===== config.mk =====
export PLATFORM = sky130hd
export DESIGN_NAME = reorder_buffer
export DESIGN_NICKNAME = d
export VERILOG_FILES = /design/src/rtl/reorder_buffer_pkg.sv /design/src/rtl/reorder_buffer.sv
export SDC_FILE = /design/constraint.sdc
export NUM_CORES = 1
export LEC_CHECK = 0
export CORE_MARGIN = 3
export CORE_UTILIZATION = 60
export CTS_BUF_LIST = sky130_fd_sc_hd__clkbuf_4
export CTS_CLUSTER_DIAMETER = 30
export DETAILED_ROUTE_END_ITERATION = 8
export GPL_TIMING_DRIVEN = 0
export PLACE_DENSITY = 0.83
export SETUP_SLACK_MARGIN = 0.5
export SLEW_MARGIN = 40
export SYNTH_ARGS = -nofsm -noshare
export SYNTH_HDL_FRONTEND = slang
export SYNTH_SLANG_ARGS = --single-unit

===== constraint.sdc =====
create_clock -name clk_in -period 3.8 [get_ports clk_in]
set_input_delay 0.76 -clock clk_in [delete_from_list [all_inputs] [get_ports clk_in]]
set_output_delay 0.76 -clock clk_in [all_outputs]
set_load 0.01 [all_outputs]

===== src/rtl/reorder_buffer_pkg.sv =====
// reorder_buffer_pkg: entry type encodings, field widths and tag-increment helper. Rev 1.0
`default_nettype none

package reorder_buffer_pkg;

  localparam int REG_ID_W = 5;
  localparam int DATA_W   = 32;

  typedef enum logic [1:0] {
    ROB_TYPE_REG    = 2'd0,
    ROB_TYPE_STORE  = 2'd1,
    ROB_TYPE_BRANCH = 2'd2
  } rob_type_e;

  // Tag 0 means "no tag", so the pointer wraps from max_tag straight back to 1.
  function automatic int unsigned tag_inc(input int unsigned tag, input int unsigned max_tag);
    return (tag >= max_tag) ? 32'd1 : tag + 32'd1;
  endfunction

endpackage

`default_nettype wire


===== src/rtl/reorder_buffer.sv =====
// reorder_buffer: in-order commit engine (allocate, collect CDB results, retire, flush). Rev 1.0
// Optional macro ROB_BYPASS_EN: query ports also forward the same-cycle CDB broadcast.
`default_nettype none

module reorder_buffer
  import reorder_buffer_pkg::*;
#(
  parameter int ROB_SIZE_LOG = 3
) (
  input  logic                    clk_in,
  input  logic                    rst_in,
  input  logic                    from_decoder_valid,
  input  logic [1:0]              from_decoder_type,
  input  logic [REG_ID_W-1:0]     from_decoder_reg_id,
  output logic [ROB_SIZE_LOG-1:0] to_decoder_rob_id,
  output logic                    to_decoder_full,
  input  logic [ROB_SIZE_LOG-1:0] from_decoder_query_a,
  input  logic [ROB_SIZE_LOG-1:0] from_decoder_query_b,
  output logic                    to_decoder_ready_a,
  output logic                    to_decoder_ready_b,
  output logic [DATA_W-1:0]       to_decoder_data_a,
  output logic [DATA_W-1:0]       to_decoder_data_b,
  input  logic                    from_cdb_valid,
  input  logic [ROB_SIZE_LOG-1:0] from_cdb_rob_id,
  input  logic [DATA_W-1:0]       from_cdb_data,
  input  logic                    from_cdb_mispredict,
  output logic                    to_regfile_write_enabled,
  output logic [REG_ID_W-1:0]     to_regfile_reg_id,
  output logic [DATA_W-1:0]       to_regfile_data,
  output logic [ROB_SIZE_LOG-1:0] to_regfile_rob_id,
  output logic                    to_lsb_store_commit,
  output logic [ROB_SIZE_LOG-1:0] to_lsb_rob_id,
  output logic                    flush_output,
  output logic [DATA_W-1:0]       to_fetch_pc
);

  localparam int DEPTH   = 1 << ROB_SIZE_LOG;
  localparam int MAX_TAG = DEPTH - 1;

  typedef logic [ROB_SIZE_LOG-1:0] tag_t;

  logic [DEPTH-1:0]    busy;
  logic [DEPTH-1:0]    ready;
  logic [DEPTH-1:0]    mispredict;
  rob_type_e           type_q [DEPTH];
  logic [REG_ID_W-1:0] reg_q  [DEPTH];
  logic [DATA_W-1:0]   data_q [DEPTH];

  tag_t head;
  tag_t tail;
  tag_t count;

  logic alloc_fire;
  logic cdb_fire;
  logic commit_fire;

  // The flush pulse cycle doubles as a decoder stall while the buffer is cleared.
  assign to_decoder_full   = (count == tag_t'(MAX_TAG)) || flush_output;
  assign to_decoder_rob_id = tail;

  assign alloc_fire  = from_decoder_valid && !to_decoder_full;
  assign cdb_fire    = from_cdb_valid && (from_cdb_rob_id != '0) && busy[from_cdb_rob_id];
  assign commit_fire = busy[head] && ready[head] && !flush_output;

  function automatic logic [DATA_W:0] lookup(input tag_t q);
    logic [DATA_W:0] res;
    res = '0;
    if (q != '0) begin
      res = {ready[q], data_q[q]};
`ifdef ROB_BYPASS_EN
      if (from_cdb_valid && (from_cdb_rob_id == q)) begin
        res = {1'b1, from_cdb_data};
      end
`endif
    end
    return res;
  endfunction

  always_comb begin
    {to_decoder_ready_a, to_decoder_data_a} = lookup(from_decoder_query_a);
    {to_decoder_ready_b, to_decoder_data_b} = lookup(from_decoder_query_b);
  end

  always_ff @(posedge clk_in) begin
    if (!rst_in) begin
      busy       <= '0;
      ready      <= '0;
      mispredict <= '0;
      for (int i = 0; i < DEPTH; i++) begin
        type_q[i] <= ROB_TYPE_REG;
        reg_q[i]  <= '0;
        data_q[i] <= '0;
      end
      head                     <= tag_t'(1);
      tail                     <= tag_t'(1);
      count                    <= '0;
      to_regfile_write_enabled <= 1'b0;
      to_regfile_reg_id        <= '0;
      to_regfile_data          <= '0;
      to_regfile_rob_id        <= '0;
      to_lsb_store_commit      <= 1'b0;
      to_lsb_rob_id            <= '0;
      flush_output             <= 1'b0;
      to_fetch_pc              <= '0;
    end else begin
      to_regfile_write_enabled <= 1'b0;
      to_lsb_store_commit      <= 1'b0;
      flush_output             <= 1'b0;

      if (flush_output) begin
        busy  <= '0;
        ready <= '0;
        head  <= tag_t'(1);
        tail  <= tag_t'(1);
        count <= '0;
      end else begin
        if (alloc_fire) begin
          busy[tail]       <= 1'b1;
          ready[tail]      <= 1'b0;
          mispredict[tail] <= 1'b0;
          type_q[tail]     <= rob_type_e'(from_decoder_type);
          reg_q[tail]      <= from_decoder_reg_id;
          tail             <= tag_t'(tag_inc(32'(tail), MAX_TAG));
        end

        if (cdb_fire) begin
          ready[from_cdb_rob_id]      <= 1'b1;
          data_q[from_cdb_rob_id]     <= from_cdb_data;
          mispredict[from_cdb_rob_id] <= from_cdb_mispredict;
        end

        if (commit_fire) begin
          busy[head] <= 1'b0;
          head       <= tag_t'(tag_inc(32'(head), MAX_TAG));
          case (type_q[head])
            ROB_TYPE_REG: begin
              to_regfile_write_enabled <= (reg_q[head] != '0);
              to_regfile_reg_id        <= reg_q[head];
              to_regfile_data          <= data_q[head];
              to_regfile_rob_id        <= head;
            end
            ROB_TYPE_STORE: begin
              to_lsb_store_commit <= 1'b1;
              to_lsb_rob_id       <= head;
            end
            ROB_TYPE_BRANCH: begin
              if (mispredict[head]) begin
                flush_output <= 1'b1;
                to_fetch_pc  <= data_q[head];
              end
            end
            default: ;
          endcase
        end

        case ({alloc_fire, commit_fire})
          2'b10:   count <= count + 1'b1;
          2'b01:   count <= count - 1'b1;
          default: ;
        endcase
      end
    end
  end

endmodule

`default_nettype wire


==> out/summary.txt <==
Status = finished clean
Core area = 36000 sq um
Post-Syn Instances = 1686
Arrival @ worst endpoint = 2.62 ns
Max Clock Skew = 0.0807 ns
Critical path fanouts, max = 10
Max-slew violation count = 0
CTS Buf Count = 115
Yosys warning count = 0
Crit path buf inv count = 4
Area Growth Syn to Fin = 21.6%
Overall routing resource usage = 34.5%
R2R Path Start = head[0]$_SDFFE_PP1N_
Worst Setup SP = from_decoder_query_a[1]
DIE AREA = 39300 sq um
Layout cells sized above 1 = 27.2%
RSZ-0062 raised after global routing = yes
Post-route DRC = 0
Largest net degree at the start of global routing = 41
1st-pass router iterations = 8
GR Util met1 = 43.1%
Setup Crit Path Kind = in2out
Cell Rows = 69
Initial antenna violation count = 5
Cells along the critical path = clkdlybuf4s15_2 -> nor2b_1 -> clkbuf_4 -> clkbuf_8 -> a221oi_1 -> a21oi_1 -> clkdlybuf4s50_1
DIE HEIGHT = 198 microns
Post-synth EDFFs = 312
# hold bufs at CTS = 0
Clock transition at the registers of the reported paths = 0.06 ns
WL final = 69.1 mm
CP Capture Type = output port
First-pass GRT wire length = 101 mm
Final setup vio count = 0
Top Family by Delay on Critical Path = buffers and inverters
Headroom to the max-slew limit = 36.8%
PD cells = 392 nW/um^2
Final Wtd Congestion = 0.933
Register area share after synthesis = 52.6%
CTS tree = built
GRT met3 Usage = 10.2%
Clock latency on the worst-skew pair = 0.85 ns
Drt initial violations = 2323
Startpoint types = primary input
Net count, final = 2099
CTS max path bufs = 3
Async set or reset register ratio after synthesis = 0%
Drt via density = 6.64
Crit path time final = 3.38 ns
# IOs = 201
H-tree Lvls = 3
Chip Width = 198 microns
Met2 global-route usage = 54.9%
Placed insts = 2377
Gr busiest metal = met2
Max Cap Viol = 0
Hold Vio Cnt, Final = 0
Hold Path Origin = to_regfile_data[26]$_SDFFE_PN0P_
Number of clock sinks = 426
Port Buffers = 195
Post-synth cell types = 58
Final std cells w/o fill = 2602
Setup TNS = 0 ns
Vias in the first global route = 17500
FF+latch count, synth = 426
HP Class = reg2reg
Syn_area_per_cell = 13.1 sq um
Final period util = 89.0%
Tightest Pin Transition = 0.947 ns
Total grt overflow = 0
Avg WL per Cell = 26.5 microns
Worst vdd rail ir drop = 0.000328 V
Synth Flop Type = edfxtp_1
Req. time, crit path = 3.04 ns
Placed inst area = 25000 sq um
Delay of the slowest critical-path stage = 0.57 ns
Worst hold margin = 0.458 ns
ANT nets after route = 0
Leak = 10.8 nW
Post-synthesis cell area = 22200 sq um
Via count = 17300
Root Driver = clkbuf_4
Critical-path top delay cell = clkdlybuf4s50_1
Max Fclk = 0.296 GHz
Finished Cell Area = 27000 sq um
Initial core utilization = 61.6%
Detailed placement HPWL = 45.9 mm
## layout make-up
| type | count | area, sq um |
|---|---|---|
| Clock inverter | 35 | 175 |
| Timing Repair Buffer | 205 | 2120 |
| Clock buffer | 179 | 1340 |
| Multi-Input combinational cell | 1107 | 9980 |
| Inverter | 42 | 160 |
| Fill cell | 2223 | 9040 |
| Buffer | 143 | 935 |
| Sequential cell | 426 | 11700 |
| Antenna cell | 4 | 10.0 |
| Tap cell | 461 | 577 |
## what timing repair did
action	4_1_cts	5_1_grt
setup buffers	0	6
pin swaps	0	1
resized for setup	131	59
endpoints found under the setup margin	129	228
gates cloned	0	1
## cells in the mapped netlist (6+ instances only)
library cell | number | area (sq um)
a211oi_1 | 7 | 52.6
a21oi_1 | 43 | 215
a221oi_1 | 34 | 298
a22oi_1 | 36 | 270
a31o_2 | 6 | 52.6
and2_1 | 189 | 1180
and3_1 | 104 | 651
buf_1 | 15 | 56.3
buf_2 | 22 | 110
clkbuf_1 | 97 | 364
dfxtp_1 | 114 | 2280
edfxtp_1 | 312 | 9370
inv_1 | 41 | 154
mux2_2 | 100 | 1130
mux2i_1 | 86 | 861
mux4_2 | 144 | 3240
nand2_1 | 152 | 571
nand2b_1 | 18 | 113
nand3_1 | 12 | 60.1
nor2_1 | 26 | 97.6
nor2b_1 | 9 | 56.3
nor3_1 | 7 | 35.0
o21ai_0 | 42 | 210
## stage by stage
stage / worst slack, ns / power, mW / utilization (%)
2_1_floorplan: 0.560 / 5.87 / -
3_3_place_gp: -1.71 / 6.32 / 68.9
3_5_place_dp: -0.895 / 6.37 / 69.4
4_1_cts: 0.451 / 10.5 / 74.3
5_1_grt: 0.427 / 10.9 / 74.9
6_report: 0.418 / 10.6 / 74.9
## layout by cell type (no fill, tap or decap), types with 8 or more instances in the layout
cell type,count
nor2b_1,9
clkbuf_8,9
a221oi_1,30
clkbuf_2,19
and3_1,104
nand2b_4,8
inv_1,41
a22oi_1,36
edfxtp_1,312
conb_1,32
clkinv_2,10
buf_2,21
clkdlybuf4s50_1,158
mux2_2,100
and2_1,189
buf_6,11
clkbuf_4,185
a21oi_1,40
nand2_1,152
mux4_2,144
nand2b_1,11
clkinv_1,20
o21ai_1,14
clkbuf_1,55
nor2_1,25
buf_4,16
mux2i_1,86
nand3_1,12
dlymetal6s2s_1,17
dlygate4sd2_1,18
dfxtp_1,114
o21ai_0,25
## registers in the layout, summed over array words and instances (netlist names), 5 cells and up, named ones only
| name | flops |
|---|---|
| busy | 8 |
| data_q | 256 |
| mispredict | 8 |
| ready | 8 |
| reg_q | 40 |
| to_fetch_pc | 32 |
| to_regfile_data | 32 |
| to_regfile_reg_id | 5 |
| type_q | 16 |
## worst reg2reg max path, cell delays in order (launching register included)
cell      delay (ns)
dfxtp_1         0.35
buf_4           0.18
mux2i_1         0.11
mux4_2          0.51
a221oi_4        0.36
buf_4           0.25
ha_1            0.22
inv_1           0.07
fa_1            0.38
xor2_1          0.18
or3_1           0.31
a21oi_1         0.14
## routing by layer
metal | share of wire (%) | routed length [microns] | vias to the layer above
met1 | 35 | 23900 | 8384
met2 | 48 | 32900 | 1428
met5 | 0.043 | 30 | -
li1 | - | - | 7175
met3 | 13 | 8780 | 284
met4 | 5.0 | 3460 | 4
## kinds of logic (layout without fill, tap and decap cells)
kind of cell | count (synthesis) | in the layout | share of synthesized area [%]
and+or+nand+nor | 531 | 532 | 12.9
DFF | 426 | 426 | 52.6
muxes | 334 | 334 | 24.0
AOI/OAI and AO/OA | 201 | 201 | 6.33
buffers and inverters | 185 | 604 | 3.67
adders and majority gates | 6 | 6 | 0.373
xor gates and xnor gates | 2 | 2 | 0.0791
other | 1 | 36 | 0.0169
## path summary, 6_finish.rpt
| check | end | slack, ns | depth (start not counted) |
|---|---|---|---|
| worst max-delay path | to_decoder_data_a[12] | 0.42 | 7 |
| worst min-delay path | to_regfile_data[26]$_SDFFE_PN0P_ | 0.46 | 2 |
| worst max register to register | count[2]$_SDFFE_PP0P_ | 0.66 | 11 |
| worst min register to register | to_regfile_data[26]$_SDFFE_PN0P_ | 0.46 | 2 |
## report_power, final
| part | switching [mW] | internal (mW) | total (mW) | leakage [nW] |
|---|---|---|---|---|
| clock network | 2.01 | 2.21 | 4.22 | 0.925 |
| logic | 0.632 | 0.482 | 1.11 | 5.73 |
| registers | 0.0898 | 5.14 | 5.23 | 4.13 |
(Power assumes the default switching activity.)
